<file path="src/rtl/dsp_pkg.sv">
// dsp_pkg: shared fixed-point helpers and types for the DSP core
package dsp_pkg;

    localparam int SAMPLE_W = 16;

    typedef struct packed {
        logic signed [SAMPLE_W-1:0] re;
        logic signed [SAMPLE_W-1:0] im;
    } cplx_t;

    // Half-LSB offset added before an arithmetic right shift by frac bits (round half-up)
    function automatic int rnd_const(input int frac);
        return 1 << (frac - 1);
    endfunction

    // Clamp x into the signed range of a w-bit word; hit reports that clamping happened
    function automatic logic signed [63:0] sat_clip(input logic signed [63:0] x, input int w, output logic hit);
        logic signed [63:0] hi;
        logic signed [63:0] lo;
        hi = (64'sd1 <<< (w - 1)) - 64'sd1;
        lo = -hi - 64'sd1;
        hit = (x > hi) || (x < lo);
        return (x > hi) ? hi : (x < lo) ? lo : x;
    endfunction

endpackage

</file>
<file path="src/rtl/cplx_mult_pipe.sv">
// cplx_mult_pipe: two-stage pipelined complex multiply b * W (or conj W) with rounding back to data scale
module cplx_mult_pipe
    import dsp_pkg::*;
#(
    parameter int DW = 16,
    parameter int TW = 16
) (
    input  logic                 clk,
    input  logic                 rst,
    input  logic                 i_en,
    input  logic                 i_valid,
    input  logic signed [DW-1:0] i_br,
    input  logic signed [DW-1:0] i_bi,
    input  logic signed [TW-1:0] i_wr,
    input  logic signed [TW-1:0] i_wi,
    input  logic                 i_inverse,
    output logic                 o_valid,
    output logic signed [DW+2:0] o_pr,
    output logic signed [DW+2:0] o_pi
);

    localparam int PW = DW + TW + 1;
    localparam int QW = DW + TW + 2;
    localparam int OW = DW + 3;
    localparam logic signed [QW-1:0] RND = QW'(rnd_const(TW - 1));

    logic signed [TW:0]   w_wi_x;
    logic signed [TW:0]   w_wi_eff;
    logic signed [QW-1:0] w_pr;
    logic signed [QW-1:0] w_pi;
    logic signed [QW-1:0] w_pr_s;
    logic signed [QW-1:0] w_pi_s;
    logic signed [PW-1:0] r_rr;
    logic signed [PW-1:0] r_ii;
    logic signed [PW-1:0] r_ri;
    logic signed [PW-1:0] r_ir;
    logic signed [OW-1:0] r_pr;
    logic signed [OW-1:0] r_pi;
    logic                 r_v1;
    logic                 r_v2;

    // One extra bit so negating the most negative twiddle stays exact
    assign w_wi_x   = {i_wi[TW-1], i_wi};
    assign w_wi_eff = i_inverse ? -w_wi_x : w_wi_x;

    assign w_pr   = QW'(r_rr) - QW'(r_ii);
    assign w_pi   = QW'(r_ri) + QW'(r_ir);
    assign w_pr_s = (w_pr + RND) >>> (TW - 1);
    assign w_pi_s = (w_pi + RND) >>> (TW - 1);

    // S1: register the four raw partial products
    always_ff @(posedge clk) begin
        if (rst) begin
            r_v1 <= 1'b0;
            r_rr <= '0;
            r_ii <= '0;
            r_ri <= '0;
            r_ir <= '0;
        end else if (i_en) begin
            r_v1 <= i_valid;
            r_rr <= PW'(i_br) * PW'(i_wr);
            r_ii <= PW'(i_bi) * PW'(w_wi_eff);
            r_ri <= PW'(i_br) * PW'(w_wi_eff);
            r_ir <= PW'(i_bi) * PW'(i_wr);
        end
    end

    // S2: combine, round half-up and drop the twiddle fraction bits
    always_ff @(posedge clk) begin
        if (rst) begin
            r_v2 <= 1'b0;
            r_pr <= '0;
            r_pi <= '0;
        end else if (i_en) begin
            r_v2 <= r_v1;
            r_pr <= OW'(w_pr_s);
            r_pi <= OW'(w_pi_s);
        end
    end

    assign o_valid = r_v2;
    assign o_pr    = r_pr;
    assign o_pi    = r_pi;

endmodule

</file>
<file path="src/rtl/butterfly_pipe.sv">
// butterfly_pipe: 3-stage radix-2 DIT butterfly with conj twiddle, 1/2 scaling, saturation and flow control
module butterfly_pipe
    import dsp_pkg::*;
#(
    parameter int DW   = 16,
    parameter int TW   = 16,
    parameter int TAGW = 8
) (
    input  logic                 clk,
    input  logic                 rst,
    input  logic                 in_valid,
    output logic                 in_ready,
    input  logic signed [DW-1:0] ar,
    input  logic signed [DW-1:0] ai,
    input  logic signed [DW-1:0] br,
    input  logic signed [DW-1:0] bi,
    input  logic signed [TW-1:0] wr,
    input  logic signed [TW-1:0] wi,
    input  logic                 inverse,
    input  logic                 scale,
    input  logic [TAGW-1:0]      tag_in,
    output logic                 out_valid,
    input  logic                 out_ready,
    output logic signed [DW-1:0] out0r,
    output logic signed [DW-1:0] out0i,
    output logic signed [DW-1:0] out1r,
    output logic signed [DW-1:0] out1i,
    output logic [TAGW-1:0]      tag_out,
    output logic                 sat,
    output logic                 ovf_sticky,
    input  logic                 clear,
    output logic [15:0]          sat_cnt
);

    localparam int OW = DW + 3;
    localparam int SW = DW + 4;

    logic                 w_en;
    logic                 w_v2;
    logic signed [OW-1:0] w_pr;
    logic signed [OW-1:0] w_pi;
    logic signed [SW-1:0] w_s [4];
    logic signed [SW-1:0] w_h [4];
    logic signed [DW-1:0] w_c [4];
    logic [3:0]           w_hit;

    logic signed [DW-1:0] r_ar1;
    logic signed [DW-1:0] r_ai1;
    logic signed [DW-1:0] r_ar2;
    logic signed [DW-1:0] r_ai2;
    logic                 r_sc1;
    logic                 r_sc2;
    logic [TAGW-1:0]      r_tag1;
    logic [TAGW-1:0]      r_tag2;
    logic [TAGW-1:0]      r_tag3;
    logic signed [DW-1:0] r_o [4];
    logic                 r_v3;
    logic                 r_sat;
    logic                 r_ovf;
    logic [15:0]          r_cnt;

    // Whole pipe advances together; only a held output blocks it
    assign w_en     = !r_v3 || out_ready;
    assign in_ready = w_en;

    cplx_mult_pipe #(
        .DW (DW),
        .TW (TW)
    ) u_mult (
        .clk       (clk),
        .rst       (rst),
        .i_en      (w_en),
        .i_valid   (in_valid),
        .i_br      (br),
        .i_bi      (bi),
        .i_wr      (wr),
        .i_wi      (wi),
        .i_inverse (inverse),
        .o_valid   (w_v2),
        .o_pr      (w_pr),
        .o_pi      (w_pi)
    );

    // Carry operand a, scale and tag alongside the multiplier stages
    always_ff @(posedge clk) begin
        if (rst) begin
            r_ar1  <= '0;
            r_ai1  <= '0;
            r_sc1  <= 1'b0;
            r_tag1 <= '0;
            r_ar2  <= '0;
            r_ai2  <= '0;
            r_sc2  <= 1'b0;
            r_tag2 <= '0;
        end else if (w_en) begin
            r_ar1  <= ar;
            r_ai1  <= ai;
            r_sc1  <= scale;
            r_tag1 <= tag_in;
            r_ar2  <= r_ar1;
            r_ai2  <= r_ai1;
            r_sc2  <= r_sc1;
            r_tag2 <= r_tag1;
        end
    end

    // S3 datapath: full-width sums, optional rounded halving, clamp to DW bits
    always_comb begin
        w_hit   = '0;
        w_s[0]  = SW'(r_ar2) + SW'(w_pr);
        w_s[1]  = SW'(r_ai2) + SW'(w_pi);
        w_s[2]  = SW'(r_ar2) - SW'(w_pr);
        w_s[3]  = SW'(r_ai2) - SW'(w_pi);
        for (int k = 0; k < 4; k++) begin
            w_h[k] = r_sc2 ? ((w_s[k] + SW'(1)) >>> 1) : w_s[k];
            w_c[k] = DW'(sat_clip(64'(w_h[k]), DW, w_hit[k]));
        end
    end

    // S3 register: results stay put while the downstream stalls
    always_ff @(posedge clk) begin
        if (rst) begin
            r_v3   <= 1'b0;
            r_tag3 <= '0;
            r_sat  <= 1'b0;
            for (int k = 0; k < 4; k++) r_o[k] <= '0;
        end else if (w_en) begin
            r_v3   <= w_v2;
            r_tag3 <= r_tag2;
            r_sat  <= w_v2 && (|w_hit);
            for (int k = 0; k < 4; k++) r_o[k] <= w_c[k];
        end
    end

    // Overflow bookkeeping on accepted outputs; clear wins over a same-cycle increment
    always_ff @(posedge clk) begin
        if (rst || clear) begin
            r_ovf <= 1'b0;
            r_cnt <= '0;
        end else if (r_v3 && out_ready && r_sat) begin
            r_ovf <= 1'b1;
            r_cnt <= (r_cnt == 16'hFFFF) ? r_cnt : r_cnt + 16'd1;
        end
    end

    assign out_valid  = r_v3;
    assign out0r      = r_o[0];
    assign out0i      = r_o[1];
    assign out1r      = r_o[2];
    assign out1i      = r_o[3];
    assign tag_out    = r_tag3;
    assign sat        = r_sat;
    assign ovf_sticky = r_ovf;
    assign sat_cnt    = r_cnt;

endmodule
</file>
<file path="config.mk">
export PLATFORM = sky130hd
export DESIGN_NAME = butterfly_pipe
export DESIGN_NICKNAME = d
export VERILOG_FILES = /design/src/rtl/dsp_pkg.sv /design/src/rtl/cplx_mult_pipe.sv /design/src/rtl/butterfly_pipe.sv
export SDC_FILE = /design/constraint.sdc
export NUM_CORES = 2
export LEC_CHECK = 0
export BUFFER_PORTS_ARGS = -buffer_cell sky130_fd_sc_hd__buf_2
export CORE_ASPECT_RATIO = 0.5
export CORE_MARGIN = 5
export CORE_UTILIZATION = 30
export DETAILED_ROUTE_END_ITERATION = 8
export SYNTH_ARGS = -nofsm -noshare
export SYNTH_HDL_FRONTEND = slang
export SYNTH_SLANG_ARGS = --single-unit
</file>
<file path="constraint.sdc">
create_clock -name clk -period 8.5 [get_ports clk]
set_clock_uncertainty 0.2 [all_clocks]
set_input_delay 0 -clock clk [delete_from_list [all_inputs] [get_ports clk]]
set_output_delay 0 -clock clk [all_outputs]
set_load 0.05 [all_outputs]
</file>
==> impl_metrics.csv <==
group,metric,value,unit
finish,fill_cells,21471,
yosys,syn_inst,7221,
clock_tree,clock_path_buffers,3,
global_routing,grt_antenna_before_repair,8,
floorplanning,pin_count,203,
floorplanning,start_util,0.303,
timing,finalHoldViolCount,0,
setup_path,arrival,8.26,ns
route,drt_iter0_markers,3376,
setup_path,ff2ff_setup_slack,2.45,ns
clock_tree,cts_made_buffers,41,
route,wire_per_inst,18.1,um
timing,setup_viol,0,
timing,min_period,8.00,ns
min_path,worstHoldStart,"ai[12]",
timing,fmax,0.125,GHz
finish,finalNetCount,9054,
finish,layout-drive-gt1-share,0.0643,
global_routing,grt_pass1_wl,292000,um
placement,dpl_cell_area,66200,um^2
floorplanning,rows,117,
finish,finalNonFillerCells,10093,
setup_path,cp_top_family,"adder cells",
global_routing,grt_max_degree,165,
clock_tree,clk_pin_slew,0.06,ns
setup_path,worst-setup-path-type,"in -> reg",
timing,slew_viol_final,0,
clock_tree,h-tree-depth,2,
placement,dp_hpwl,145000,um
setup_path,startpoint_type,"primary input",
route,vias,48851,
clock_tree,postCtsSetupBuffers,0,
finish,area_growth,10.4,%
yosys,ys_ff_latch,343,
setup_path,worstPathMaxFanout,4,
yosys,synth_edf_count,64,
route,postRouteAntennaNets,0,
setup_path,slowest_stage,"or4_4",
route,drc_errors,0,
yosys,synth_cell_types,94,
yosys,ys.flop_type,"dfxtp_1",
global_routing,grt_pass1_vias,50406,
yosys,synthesis.nets,8952,
clock_tree,cts_tree,"built",
setup_path,r2r_cells,15,
setup_path,end_kind,"flop",
setup_path,critPathMaxStageDelay,0.57,ns
finish,fin_area,68400,um^2
timing,tightestPinTransition,1.15,ns
global_routing,grt_util_all_layers,0.168,
floorplanning,core_region_area,204000,um^2
setup_path,crit_buf_inv,7,
yosys,syn_area_per_cell,8.57,um^2
floorplanning,die_y,331,um
setup_path,r2r_end,"r_o[1][4]$_SDFFCE_PN0P_",
timing,grt_setup_unrepaired,"false",
global_routing,overflow,0,
route,wirelength,182000,um
route,viasPerCell,4.84,
setup_path,required,8.76,ns
timing,relSlewSlack,0.226,
floorplanning,chipWidth,652,um
placement,place_congestion,0.898,
run_status,status,"completed",
clock_tree,clk_latency,0.57,ns
yosys,ys_seq_area_frac,0.121,
floorplanning,dieArea,216000,um^2
timing,setup_tns,0,ns
timing,fin_crit_sh,0.941,
min_path,worstHoldEndpoint,"r_ai1[12]$_SDFFE_PP0N_",
yosys,syn-cell-area,61900,um^2
placement,place_inst,9943,
clock_tree,cts_num_sinks,343,
finish,final_cell_mix,"1,388 x inv_1, 1,080 x fa_1, 1,075 x nand2_1",
min_path,hold_depth,4,
min_path,hold_class,"in -> reg",
yosys,ys_async_sr_fraction,0,
route,first_pass_iters,5,
run,max_cap_viol_count,0,
setup_path,rr_startpoint,"u_mult.o_pi[0]$_SDFFE_PP0N_",
clock_tree,root_buffer,"clkbuf_16",
yosys,yosys_warnings,0,
finish,mostFrequentLayoutCell,"inv_1",
placement,io_buffers,202,
setup_path,cp_common_cell,"fa_1",
## sequential cells by signal, summed over array words and instances (netlist names), 16 cells and up
signal / count
sat_cnt: 16
u_mult.r_ir: 32
r_ai2: 16
r_ar1: 16
r_ai1: 16
r_o: 64
r_ar2: 16
u_mult.r_rr: 32
u_mult.r_ii: 33
u_mult.o_pr: 19
u_mult.o_pi: 19
u_mult.r_ri: 33
## layout make-up
cell class                      count  area, um^2  area share
Multi-Input combinational cell   5143       48100       0.703
Sequential cell                   343        7510       0.110
Inverter                         1391        5230      0.0765
Tap cell                         2737        3420      0.0501
Timing Repair Buffer              403        2780      0.0407
Clock buffer                       56        1210      0.0177
Clock inverter                     18         148     0.00216
Antenna cell                        2        5.00   0.0000732
## worst min-delay path, stage by stage
cell           delay (ns)
dlygate4sd3_1        0.54
buf_2                0.12
nand2_1              0.05
a21oi_1              0.05
## layer usage
metal	track usage	share of wire	vias to the layer above
li1	-	-	22758
met4	0.0474	0.030	2
met3	0.0196	0.059	234
met5	0	0.000066	-
met2	0.279	0.46	1329
met1	0.232	0.45	24528
## synth_stat cells (14+ instances only)
cell / number / area share
a2111oi_0: 16 / 0.0023
a211oi_1: 43 / 0.0052
a21o_1: 87 / 0.011
a21oi_1: 430 / 0.035
a31oi_1: 35 / 0.0035
and2_1: 479 / 0.048
and3_1: 25 / 0.0025
buf_1: 17 / 0.0010
clkbuf_1: 314 / 0.019
dfxtp_1: 279 / 0.090
edfxtp_1: 64 / 0.031
fa_1: 1080 / 0.35
ha_1: 540 / 0.11
inv_1: 1390 / 0.084
nand2_1: 1075 / 0.065
nand2b_1: 66 / 0.0067
nand3_1: 70 / 0.0057
nand4_1: 26 / 0.0026
nor2_1: 236 / 0.014
nor2b_1: 31 / 0.0031
nor3_1: 62 / 0.0050
nor4_1: 15 / 0.0015
o211ai_1: 26 / 0.0032
o21a_1: 20 / 0.0024
o21ai_0: 153 / 0.012
o21bai_1: 23 / 0.0028
o22ai_1: 38 / 0.0038
o31ai_1: 24 / 0.0029
or2_2: 19 / 0.0019
or3_1: 33 / 0.0033
or4_1: 14 / 0.0017
xnor2_1: 190 / 0.027
xor2_1: 74 / 0.010
## worst max-delay path by stage
stage	start	end	slack, ns	depth (start not counted)
after global placement	wi[6]	u_mult.r_ii[29]$_SDFFE_PP0N_	0.01	31
after floorplan	wi[6]	u_mult.r_ii[29]$_SDFFE_PP0N_	0.34	30
final	wi[0]	u_mult.r_ii[29]$_SDFFE_PP0N_	0.50	32
after global routing	wi[0]	u_mult.r_ii[29]$_SDFFE_PP0N_	0.05	32
after CTS	wi[0]	u_mult.r_ii[29]$_SDFFE_PP0N_	0.22	31
after detailed placement	wi[6]	u_mult.r_ii[29]$_SDFFE_PP0N_	0.04	31
## metrics by stage
stage | util | hold slack (ns) | setup WS [ns]
after floorplan | - | -0.0595 | 0.337
after global placement | 0.324 | 0.0466 | 0.0120
after detailed placement | 0.324 | 0.0513 | 0.0426
after CTS | 0.334 | 0.000982 | 0.220
after global routing | 0.334 | 0.0344 | 0.0481
final | 0.335 | 0.0417 | 0.505
## cell families (layout without fill, tap and decap cells)
group / after synthesis / in the layout / synth area share
buffers and inverters: 1735 / 1868 / 0.106
AOI/OAI and AO/OA: 1050 / 1050 / 0.107
adders and majority gates: 1620 / 1620 / 0.458
DFF: 343 / 343 / 0.121
muxes: 12 / 12 / 0.00198
xor gates and xnor gates: 264 / 264 / 0.0373
other: 0 / 2 / 0
and+or+nand+nor: 2197 / 2197 / 0.169
## timing repair
action	CTS	global route
endpoints found under the hold margin	121	0
resized for setup	0	13
hold buffers	74	0
endpoints found under the setup margin	0	8
Power is not shown: default switching activity piles up to over one toggle a cycle in this logic, so the estimate is an artifact.
